$ cat src/rtl/controller_poll_sequencer_m_if.sv
// Controller poll sequencer bus interface.
//
// Groups the poll handshake (start/busy/done), the controller pin signals
// (shift clock, latch strobe, active-low serial data) and the committed
// button bytes.
//   master : poll requester / pin side (drives start and the data lines)
//   slave  : the sequencer (drives handshake status, pins and button bytes)
interface controller_poll_sequencer_m_if #(
  parameter int unsigned NUM_BITS = 8
) ();
  logic                start;
  logic                busy;
  logic                done;
  logic                controller_clk;
  logic                controller_latch;
  logic                controller_1_data_in_B;
  logic                controller_2_data_in_B;
  logic [NUM_BITS-1:0] controller_1_buttons;
  logic [NUM_BITS-1:0] controller_2_buttons;

  modport master (
    output start,
    output controller_1_data_in_B,
    output controller_2_data_in_B,
    input  busy,
    input  done,
    input  controller_clk,
    input  controller_latch,
    input  controller_1_buttons,
    input  controller_2_buttons
  );

  modport slave (
    input  start,
    input  controller_1_data_in_B,
    input  controller_2_data_in_B,
    output busy,
    output done,
    output controller_clk,
    output controller_latch,
    output controller_1_buttons,
    output controller_2_buttons
  );
endinterface

$ cat src/rtl/controller_poll_sequencer_m.sv
// Game controller poll sequencer.
//
// Drives the shared serial shift-register protocol (latch pulse, then NUM_BITS
// clock pulses), samples both active-low data lines in parallel and commits two
// active-high button bytes atomically in a single cycle, flagged by done.
//
// Ports:
//   clk_12_5875 : system clock, rising edge
//   rst         : synchronous active-high reset
//   bus (slave) : start/busy/done handshake, controller_clk/controller_latch
//                 pins, controller_{1,2}_data_in_B inputs, button byte outputs
//
// Optional feature, macro CONTROLLER_POLL_DEBOUNCE_EN: a controller's button
// byte only updates when two consecutive raw poll results agree.
module controller_poll_sequencer_m #(
  parameter int unsigned HALF_PERIOD        = 6,
  parameter int unsigned LATCH_HALF_PERIODS = 2,
  parameter int unsigned NUM_BITS           = 8
) (
  input  logic                         clk_12_5875,
  input  logic                         rst,
  controller_poll_sequencer_m_if.slave bus
);

  localparam int unsigned LatchCycles = LATCH_HALF_PERIODS * HALF_PERIOD;
  localparam int unsigned CntMax      = (LatchCycles > HALF_PERIOD) ? LatchCycles : HALF_PERIOD;
  localparam int unsigned CntW        = (CntMax > 1) ? $clog2(CntMax) : 1;
  localparam int unsigned BitW        = (NUM_BITS > 1) ? $clog2(NUM_BITS) : 1;

  localparam logic [CntW-1:0] LatchLast = CntW'(LatchCycles - 1);
  localparam logic [CntW-1:0] HalfLast  = CntW'(HALF_PERIOD - 1);
  localparam logic [BitW-1:0] BitLast   = BitW'(NUM_BITS - 1);

  typedef enum logic [2:0] {StIdle, StLatch, StSample, StShift, StCommit} state_e;

  state_e              state_q, state_d;
  logic [CntW-1:0]     cnt_q, cnt_d;
  logic [BitW-1:0]     bit_q, bit_d;
  logic                pending_q, pending_d;
  logic [NUM_BITS-1:0] sr1_q, sr1_d, sr2_q, sr2_d;
  logic [NUM_BITS-1:0] btn1_q, btn1_d, btn2_q, btn2_d;
  logic                busy_q, busy_d, done_q, done_d;
  logic                latch_q, latch_d, sclk_q, sclk_d;
  logic                sample_en, commit_en;

  // State register.
  always_ff @(posedge clk_12_5875) begin
    if (rst) begin
      state_q <= StIdle;
      cnt_q   <= '0;
      bit_q   <= '0;
    end else begin
      state_q <= state_d;
      cnt_q   <= cnt_d;
      bit_q   <= bit_d;
    end
  end

  // Next-state logic; cnt counts cycles within the current phase.
  always_comb begin
    state_d = state_q;
    cnt_d   = cnt_q;
    bit_d   = bit_q;
    unique case (state_q)
      StIdle: begin
        if (bus.start) begin
          state_d = StLatch;
          cnt_d   = '0;
        end
      end
      StLatch: begin
        if (cnt_q == LatchLast) begin
          state_d = StSample;
          cnt_d   = '0;
          bit_d   = '0;
        end else begin
          cnt_d = cnt_q + 1'b1;
        end
      end
      StSample: begin
        if (cnt_q == HalfLast) begin
          state_d = StShift;
          cnt_d   = '0;
        end else begin
          cnt_d = cnt_q + 1'b1;
        end
      end
      StShift: begin
        if (cnt_q == HalfLast) begin
          cnt_d = '0;
          if (bit_q == BitLast) begin
            state_d = StCommit;
          end else begin
            state_d = StSample;
            bit_d   = bit_q + 1'b1;
          end
        end else begin
          cnt_d = cnt_q + 1'b1;
        end
      end
      StCommit: begin
        // A request seen during the poll or in this cycle chains straight on.
        if (pending_q || bus.start) begin
          state_d = StLatch;
          cnt_d   = '0;
        end else begin
          state_d = StIdle;
        end
      end
      default: state_d = StIdle;
    endcase
  end

  // Pending request flag and datapath next-state.
  assign sample_en = (state_q == StSample) && (cnt_q == HalfLast);
  assign commit_en = (state_d == StCommit);

  always_comb begin
    pending_d = pending_q;
    if ((state_q != StIdle) && bus.start) begin
      pending_d = 1'b1;
    end
    // Entering LATCH consumes any outstanding request.
    if ((state_d == StLatch) && (state_q != StLatch)) begin
      pending_d = 1'b0;
    end
  end

  // First sampled bit ends up in the MSB after NUM_BITS shifts.
  always_comb begin
    sr1_d = sr1_q;
    sr2_d = sr2_q;
    if (sample_en) begin
      sr1_d = {sr1_q[NUM_BITS-2:0], bus.controller_1_data_in_B};
      sr2_d = {sr2_q[NUM_BITS-2:0], bus.controller_2_data_in_B};
    end
  end

`ifdef CONTROLLER_POLL_DEBOUNCE_EN
  logic [NUM_BITS-1:0] prev1_q, prev1_d, prev2_q, prev2_d;

  always_comb begin
    btn1_d  = btn1_q;
    btn2_d  = btn2_q;
    prev1_d = prev1_q;
    prev2_d = prev2_q;
    if (commit_en) begin
      if (~sr1_q == prev1_q) btn1_d = ~sr1_q;
      if (~sr2_q == prev2_q) btn2_d = ~sr2_q;
      prev1_d = ~sr1_q;
      prev2_d = ~sr2_q;
    end
  end

  always_ff @(posedge clk_12_5875) begin
    if (rst) begin
      prev1_q <= '0;
      prev2_q <= '0;
    end else begin
      prev1_q <= prev1_d;
      prev2_q <= prev2_d;
    end
  end
`else
  always_comb begin
    btn1_d = btn1_q;
    btn2_d = btn2_q;
    if (commit_en) begin
      btn1_d = ~sr1_q;
      btn2_d = ~sr2_q;
    end
  end
`endif

  always_ff @(posedge clk_12_5875) begin
    if (rst) begin
      pending_q <= 1'b0;
      sr1_q     <= '0;
      sr2_q     <= '0;
      btn1_q    <= '0;
      btn2_q    <= '0;
    end else begin
      pending_q <= pending_d;
      sr1_q     <= sr1_d;
      sr2_q     <= sr2_d;
      btn1_q    <= btn1_d;
      btn2_q    <= btn2_d;
    end
  end

  // Output logic, decoded from the next state so every output is registered.
  always_comb begin
    latch_d = (state_d == StLatch);
    sclk_d  = (state_d == StShift);
    done_d  = (state_d == StCommit);
    // In the COMMIT cycle busy stays high only if a follow-up poll is queued.
    busy_d  = (state_d == StLatch) || (state_d == StSample) || (state_d == StShift) ||
              ((state_d == StCommit) && pending_d);
  end

  always_ff @(posedge clk_12_5875) begin
    if (rst) begin
      latch_q <= 1'b0;
      sclk_q  <= 1'b0;
      done_q  <= 1'b0;
      busy_q  <= 1'b0;
    end else begin
      latch_q <= latch_d;
      sclk_q  <= sclk_d;
      done_q  <= done_d;
      busy_q  <= busy_d;
    end
  end

  assign bus.busy                 = busy_q;
  assign bus.done                 = done_q;
  assign bus.controller_latch     = latch_q;
  assign bus.controller_clk       = sclk_q;
  assign bus.controller_1_buttons = btn1_q;
  assign bus.controller_2_buttons = btn2_q;

endmodule
$ cat src/flat_wrapper.sv
// flat-port wrapper written by rule: the top's interface ports become plain ports
module controller_poll_sequencer_m_flat 
#(
  parameter int unsigned HALF_PERIOD        = 6,
  parameter int unsigned LATCH_HALF_PERIODS = 2,
  parameter int unsigned NUM_BITS           = 8
)
  (clk_12_5875, rst, bus_start, bus_controller_1_data_in_B, bus_controller_2_data_in_B, bus_busy, bus_done, bus_controller_clk, bus_controller_latch, bus_controller_1_buttons, bus_controller_2_buttons);
  controller_poll_sequencer_m_if #(.NUM_BITS(NUM_BITS)) bus_i ();
  input  logic clk_12_5875;
  input  logic rst;
  input wire logic [$bits(bus_i.start)-1:0] bus_start;
  input wire logic [$bits(bus_i.controller_1_data_in_B)-1:0] bus_controller_1_data_in_B;
  input wire logic [$bits(bus_i.controller_2_data_in_B)-1:0] bus_controller_2_data_in_B;
  output wire logic [$bits(bus_i.busy)-1:0] bus_busy;
  output wire logic [$bits(bus_i.done)-1:0] bus_done;
  output wire logic [$bits(bus_i.controller_clk)-1:0] bus_controller_clk;
  output wire logic [$bits(bus_i.controller_latch)-1:0] bus_controller_latch;
  output wire logic [$bits(bus_i.controller_1_buttons)-1:0] bus_controller_1_buttons;
  output wire logic [$bits(bus_i.controller_2_buttons)-1:0] bus_controller_2_buttons;
  assign bus_i.start = bus_start;
  assign bus_i.controller_1_data_in_B = bus_controller_1_data_in_B;
  assign bus_i.controller_2_data_in_B = bus_controller_2_data_in_B;
  assign bus_busy = bus_i.busy;
  assign bus_done = bus_i.done;
  assign bus_controller_clk = bus_i.controller_clk;
  assign bus_controller_latch = bus_i.controller_latch;
  assign bus_controller_1_buttons = bus_i.controller_1_buttons;
  assign bus_controller_2_buttons = bus_i.controller_2_buttons;
  controller_poll_sequencer_m #(.HALF_PERIOD(HALF_PERIOD), .LATCH_HALF_PERIODS(LATCH_HALF_PERIODS), .NUM_BITS(NUM_BITS)) u_core (.clk_12_5875(clk_12_5875), .rst(rst), .bus(bus_i));
endmodule
$ cat config.mk
export PLATFORM = sky130hd
export DESIGN_NAME = controller_poll_sequencer_m_flat
export DESIGN_NICKNAME = d
export VERILOG_FILES = /design/src/rtl/controller_poll_sequencer_m_if.sv /design/src/rtl/controller_poll_sequencer_m.sv /design/src/flat_wrapper.sv
export SDC_FILE = /design/constraint.sdc
export NUM_CORES = 1
export LEC_CHECK = 0
export CAP_MARGIN = 20
export CORE_AREA = 8 8 101 103
export CTS_CLUSTER_DIAMETER = 100
export DETAILED_ROUTE_END_ITERATION = 7
export DIE_AREA = 0 0 109 111
export SYNTH_ARGS = -nofsm -noshare
export SYNTH_HDL_FRONTEND = slang
export SYNTH_SLANG_ARGS = --single-unit
$ cat constraint.sdc
create_clock -name clk_12_5875 -period 2.1 [get_ports clk_12_5875]
set_input_delay 0.21 -clock clk_12_5875 [delete_from_list [all_inputs] [get_ports clk_12_5875]]
set_output_delay 0.21 -clock clk_12_5875 [all_outputs]
set_load 0.02 [all_outputs]
# Word level (Yosys, flattened, before mapping)
# Cells that the tools add are included.
[totals] romBits=0 mem_bits_rw=0 word_cells=66 reg_bits=47 out_inout_bits=20 n_memories=0 latch_bits=0
[classes] mux=18 n_eq_ne=17 bitwise_logic=2 n_lt_le_gt_ge=0 n_div=0 reduce_logical=15 addsub=2 mul=0 shift=0
[ops] cell="3-bit 2-to-1 mux" n=8
[ops] cell="4-bit 2-to-1 mux" n=4
[ops] cell="8-bit NOT" n=2
[ops] cell="4-bit one-hot mux with 4 select lines" n=1
[ops] cell="3-bit one-hot mux with 5 select lines" n=1
[ops] cell="3-bit by 2-bit equality test with 1-bit output (second input constant)" n=4
[ops] cell="3-bit equality test (second input constant)" n=3
[ops] cell="3-bit by 1-bit equality test with 1-bit output (second input constant)" n=2
[ops] cell="2-bit by 1-bit != test with 1-bit output (second input constant)" n=3
[ops] cell="3-bit one-hot mux with 2 select lines" n=1
[ops] cell="4-bit by 1-bit adder with 4-bit output (second input constant)" n=1
[ops] cell="4-bit by 3-bit equality test with 1-bit output (second input constant)" n=1
[ops] cell="4-bit equality test (second input constant)" n=1
[ops] cell="1-bit logical AND" n=4
[ops] cell="1-bit logical OR" n=4
[ops] cell="2-bit != test (second input constant)" n=2
[ops] cell="4-bit AND reduction" n=1
[ops] cell="4-bit nonzero test" n=1
[ops] cell="3-bit by 1-bit adder with 3-bit output (second input constant)" n=1
[ops] cell="3-bit logical NOT" n=1
[ops] cell="1-bit 2-to-1 mux" n=3
[ops] cell="3-bit by 1-bit != test with 1-bit output (second input constant)" n=1
[ops] cell="3-bit AND reduction" n=1
[ops] cell="3-bit nonzero test" n=1
[ops] cell="2 further kinds" n=2

# Longest topological paths before layout
[logic_depth] word_depth=9 depth_mapped=8

# Worst setup path after synthesis
# No wires, ideal clock.
[synth_timing] path_kind="flip-flop to flip-flop" start="register u_core.cnt_q[1]" end="register u_core.busy_q, in the netlist u_core.bus.busy" n_path_buf=2 stages_incl_launch_ff=8 setup_ns=0.122 required_ns=1.978 arrival_ns=1.507 synth_period_minus_slack_ns=1.628 slack_ns=0.472 path_cell_list="dfxtp_1 inv_1 ha_1 and3b_1 and3_1 buf_6 buf_6 a221o_1"
[synth_via] elab_chain_len=8
[synth_lines] item="start: declaration" line_no="controller_poll_sequencer_m.sv:37" rtl="logic [CntW-1:0] cnt_q, cnt_d;"
[synth_lines] item="start signal: assignment" line_no="controller_poll_sequencer_m.sv:54" rtl="cnt_q <= cnt_d;"
[synth_lines] item="4-bit by 3-bit equality test with 1-bit output / 4-bit equality test (equally long branches)" line_no="controller_poll_sequencer_m.sv:81, controller_poll_sequencer_m.sv:89, controller_poll_sequencer_m.sv:72"
[synth_lines] item="3-bit 2-to-1 mux, on equally long branches" line_no="controller_poll_sequencer_m.sv:89, controller_poll_sequencer_m.sv:72, controller_poll_sequencer_m.sv:81"
[synth_lines] item="3-bit one-hot mux with 5 select lines (*)" line_no="controller_poll_sequencer_m.sv:64" rtl="unique case (state_q)"
[synth_lines] item="3-bit by 1-bit equality test with 1-bit output" line_no="controller_poll_sequencer_m.sv:124, controller_poll_sequencer_m.sv:197"
[synth_lines] item="1-bit logical AND" line_no="controller_poll_sequencer_m.sv:124" rtl="if ((state_d == StLatch) && (state_q != StLatch)) begin"
[synth_lines] item="1-bit 2-to-1 mux" line_no="controller_poll_sequencer_m.sv:124"
[synth_lines] item="1-bit logical AND" line_no="controller_poll_sequencer_m.sv:198" rtl="((state_d == StCommit) && pending_d);"
[synth_lines] item="1-bit logical OR (*)" line_no="controller_poll_sequencer_m.sv:197" rtl="busy_d = (state_d == StLatch) || (state_d == StSample) || (state_d == StShift) ||"
[synth_lines] item="end signal: assignment" line_no="controller_poll_sequencer_m.sv:211" rtl="busy_q <= busy_d;"
[synth_lines] item="end: declaration" line_no="controller_poll_sequencer_m.sv:42" rtl="logic busy_q, busy_d, done_q, done_d;"
# Mark *: on every way between the ends. The rest lies on a longest branch, timed or not.
# A chain may end at the register's enable or synchronous reset.

# Worst setup path in the final report
[layout_timing] start="register u_core.cnt_q[0]" end="register u_core.btn2_q[0], in the netlist u_core.bus.controller_2_buttons[0]"
[layout_via] elab_chain_len=4
[layout_lines] item="4-bit by 3-bit equality test with 1-bit output / 4-bit equality test (equally long branches)" line_no="controller_poll_sequencer_m.sv:81, controller_poll_sequencer_m.sv:89, controller_poll_sequencer_m.sv:72"
[layout_lines] item="3-bit 2-to-1 mux, on equally long branches" line_no="controller_poll_sequencer_m.sv:89, controller_poll_sequencer_m.sv:72, controller_poll_sequencer_m.sv:81"
[layout_lines] item="3-bit one-hot mux with 5 select lines (*)" line_no="controller_poll_sequencer_m.sv:64"
[layout_lines] item="3-bit equality test (*)" line_no="controller_poll_sequencer_m.sv:116" rtl="assign commit_en = (state_d == StCommit);"
[layout_lines] item="end signal: assignment" line_no="controller_poll_sequencer_m.sv:187" rtl="btn2_q <= btn2_d;"
[layout_lines] item="end: declaration" line_no="controller_poll_sequencer_m.sv:41" rtl="logic [NUM_BITS-1:0] btn1_q, btn1_d, btn2_q, btn2_d;"
# Marked as above.

==> flow_summary.json <==
{
  "place_ws_ns": 0.312,
  "core_area_mm2": 0.00855,
  "syn_avg_cell_area_um2": 9.63,
  "met2_usage": 0.100,
  "crit_fanout": 12,
  "startpoint": "u_core.cnt_q[0]",
  "tns_ns": 0,
  "final_cell_area_mm2": 0.00234,
  "fmax_mhz": 570,
  "status": "completed",
  "yosysWarnings": 0,
  "power_density_mw_per_mm2": 634,
  "routed_wl_um": 3960,
  "postPlaceCellArea_mm2": 0.00227,
  "crit_arrival_ns": 1.98,
  "hp-class": "flop to flop",
  "die_h_um": 111,
  "synth_edf_count": 0,
  "hold_viol_final": 0,
  "synthFlopType": "dfxtp_1",
  "final-seq-area_um2": 941,
  "antenna_found_initial": 0,
  "top_usage_layer": "met2",
  "fillers": 922,
  "numClockSinks": 47,
  "netlist_area_mm2": 0.00193,
  "initial_utilization": 0.225,
  "htreeDepth": 2,
  "ant_nets": 0,
  "drtIter0Drc": 62,
  "ios": 25,
  "fin_worst_skew_ns": 0.00674,
  "gr-usage-met1": 0.0894,
  "yosysTopAreaCell": "dfxtp_1",
  "vias": 1426,
  "synthToLayoutAreaGrowth_pct": 21.6,
  "period_minus_slack_ns": 1.75,
  "setup_viol": 0,
  "track_usage": 0.0700,
  "cts.clk_slew.worst_paths_ns": 0.08,
  "cts_buffers": 5,
  "multiInputGateArea_um2": 910,
  "ys_top_cells_by_count": "dfxtp_1 (47), nor2_1 (24), a21oi_1 (20)",
  "min_from": "u_core.bus.controller_2_buttons[5]",
  "cp.required_ns": 2.33,
  "worst_pin_slew_ns": 0.483,
  "layout-drive-gt1-share": 0.0938,
  "insertion_delay_ns": 0.29,
  "cts_setup_buffers": 0,
  "synthArstFlopShare": 0,
  "yosys_register_bits": 47,
  "crit_type": "flop to flop",
  "reg2reg_from": "u_core.cnt_q[0]",
  "post_cts_resize_count": 0,
  "remaining_drc_errors": 0,
  "die_w_um": 109,
  "die-area_mm2": 0.0121,
  "yosysSeqAreaShare": 0.488,
  "vdd_drop_max_mv": 0.304,
  "wl_per_cell_um": 11.9,
  "cts_root_buf": "clkbuf_8",
  "grt_pass1_vias": 1411,
  "grt_pass1_wl_um": 6790,
  "antenna_cells": 0,
  "first_pass_iters": 4,
  "rsz0062_at_grt": "no",
  "grt-ovfl-total": 0,
  "cp-end-kind": "flop",
  "max_slew_margin": 0.677,
  "finalCritPeriodShare": 0.835,
  "total_leakage_power_nw": 0.900,
  "num_rows": 34,
  "dpl.hpwl_um": 2810,
  "synth_top_area_frac": 0.488,
  "cap_violations": 0,
  "cp-start-kind": "flop",
  "finalWeightedCongestion": 0.743,
  "grt_use_met3": 0.0355,
  "setup_slack_ns": 0.347,
  "yosysUniqueCellTypes": 40,
  "cts.hold.buffers_added": 0,
  "numPortBuffers": 24,
  "ys_top_cells_by_area": "dfxtp_1 (49%), mux2i_1 (8.8%), a21oi_1 (5.2%)",
  "synth_fp_nets": 209,
  "grt_max_degree": 22,
  "finalNetCount": 234,
  "cts_tree": "built",
  "syn_inst": 200,
  "clockBufferDepth": 2,
  "final_cells": 332,
  "post-synth-top-count-cell": "dfxtp_1",
  "placed_cells": 326,
  "drv_slew": 0,
  "avgViaCountPerCell": 4.30
}
power breakdown:
group          switching [mW]  total, mW  internal, mW
Combinational          0.0413     0.0749        0.0336
Clock                   0.282      0.504         0.221
Sequential            0.00771      0.906         0.899
Total                   0.331       1.48          1.15
state kept, by name, indices dropped and copies added (netlist names):
register / flops
u_core.cnt_q: 4
u_core.bus.controller_clk: 1
u_core.bus.controller_latch: 1
u_core.state_q: 3
u_core.pending_q: 1
u_core.bus.controller_1_buttons: 8
u_core.bus.done: 1
u_core.bit_q: 3
u_core.bus.controller_2_buttons: 8
u_core.sr2_q: 8
u_core.bus.busy: 1
u_core.sr1_q: 8
metrics by stage:
stage	hold slack [ns]	utilization	power, mW
after floorplan	0.357	-	0.974
final	0.457	0.274	1.48
after CTS	0.460	0.274	1.51
after global placement	0.443	0.265	1.00
after detailed placement	0.443	0.265	1.00
after global routing	0.479	0.274	1.56
cells in the final DEF (no fill, tap or decap), types with 2 or more instances in the layout:
| cell type | n |
|---|---|
| a211oi_2 | 2 |
| a21oi_1 | 20 |
| a22oi_1 | 2 |
| and2_1 | 2 |
| and3b_1 | 2 |
| buf_4 | 4 |
| clkbuf_8 | 5 |
| clkdlybuf4s50_1 | 24 |
| dfxtp_1 | 47 |
| ha_1 | 4 |
| inv_1 | 3 |
| mux2i_1 | 17 |
| nand2_1 | 18 |
| nand2b_1 | 16 |
| nand3_1 | 4 |
| nand4_1 | 2 |
| nor2_1 | 24 |
| nor2b_1 | 3 |
| o21ai_0 | 5 |
worst max-delay path: stages, from the launching register on:
cell and delay (ns):
dfxtp_1 0.40, ha_1 0.26, and3b_1 0.22, and3_1 0.36, buf_4 0.25, nand2b_1 0.07
a21oi_1 0.12
per-layer routing:
layer / routed length (µm) / vias up
li1: - / 730
met1: 2010 / 660
met2: 1590 / 32
met3: 320 / 4
met4: 43 / 0
met5: 0 / -
cell families after synthesis:
| family | after synthesis | share of synthesized area |
|---|---|---|
| AO/OA/AOI/OAI | 37 | 0.124 |
| adder cells (fa/ha/maj) | 4 | 0.0260 |
| buffers and inverters | 13 | 0.0396 |
| flip-flops | 47 | 0.488 |
| multiplexers | 18 | 0.0942 |
| AND/OR/NAND/NOR | 81 | 0.228 |
worst paths after layout:
path / depth (start not counted) / end / slack, ns
setup / recovery: 6 / u_core.bus.controller_2_buttons[0] / 0.35
hold / removal: 2 / u_core.bus.controller_2_buttons[5] / 0.46
setup reg to reg: 6 / u_core.bus.controller_2_buttons[0] / 0.35
hold reg to reg: 2 / u_core.bus.controller_2_buttons[5] / 0.46
area by class of cell:
cell class	count	area share
flip-flops and latches	47	0.401
multi-input cells	140	0.388
repair buffers	28	0.115
clock buffers	5	0.0294
clock inverters	1	0.00320
inverters	3	0.00481
well taps	108	0.0577
(Power assumes the default switching activity.)
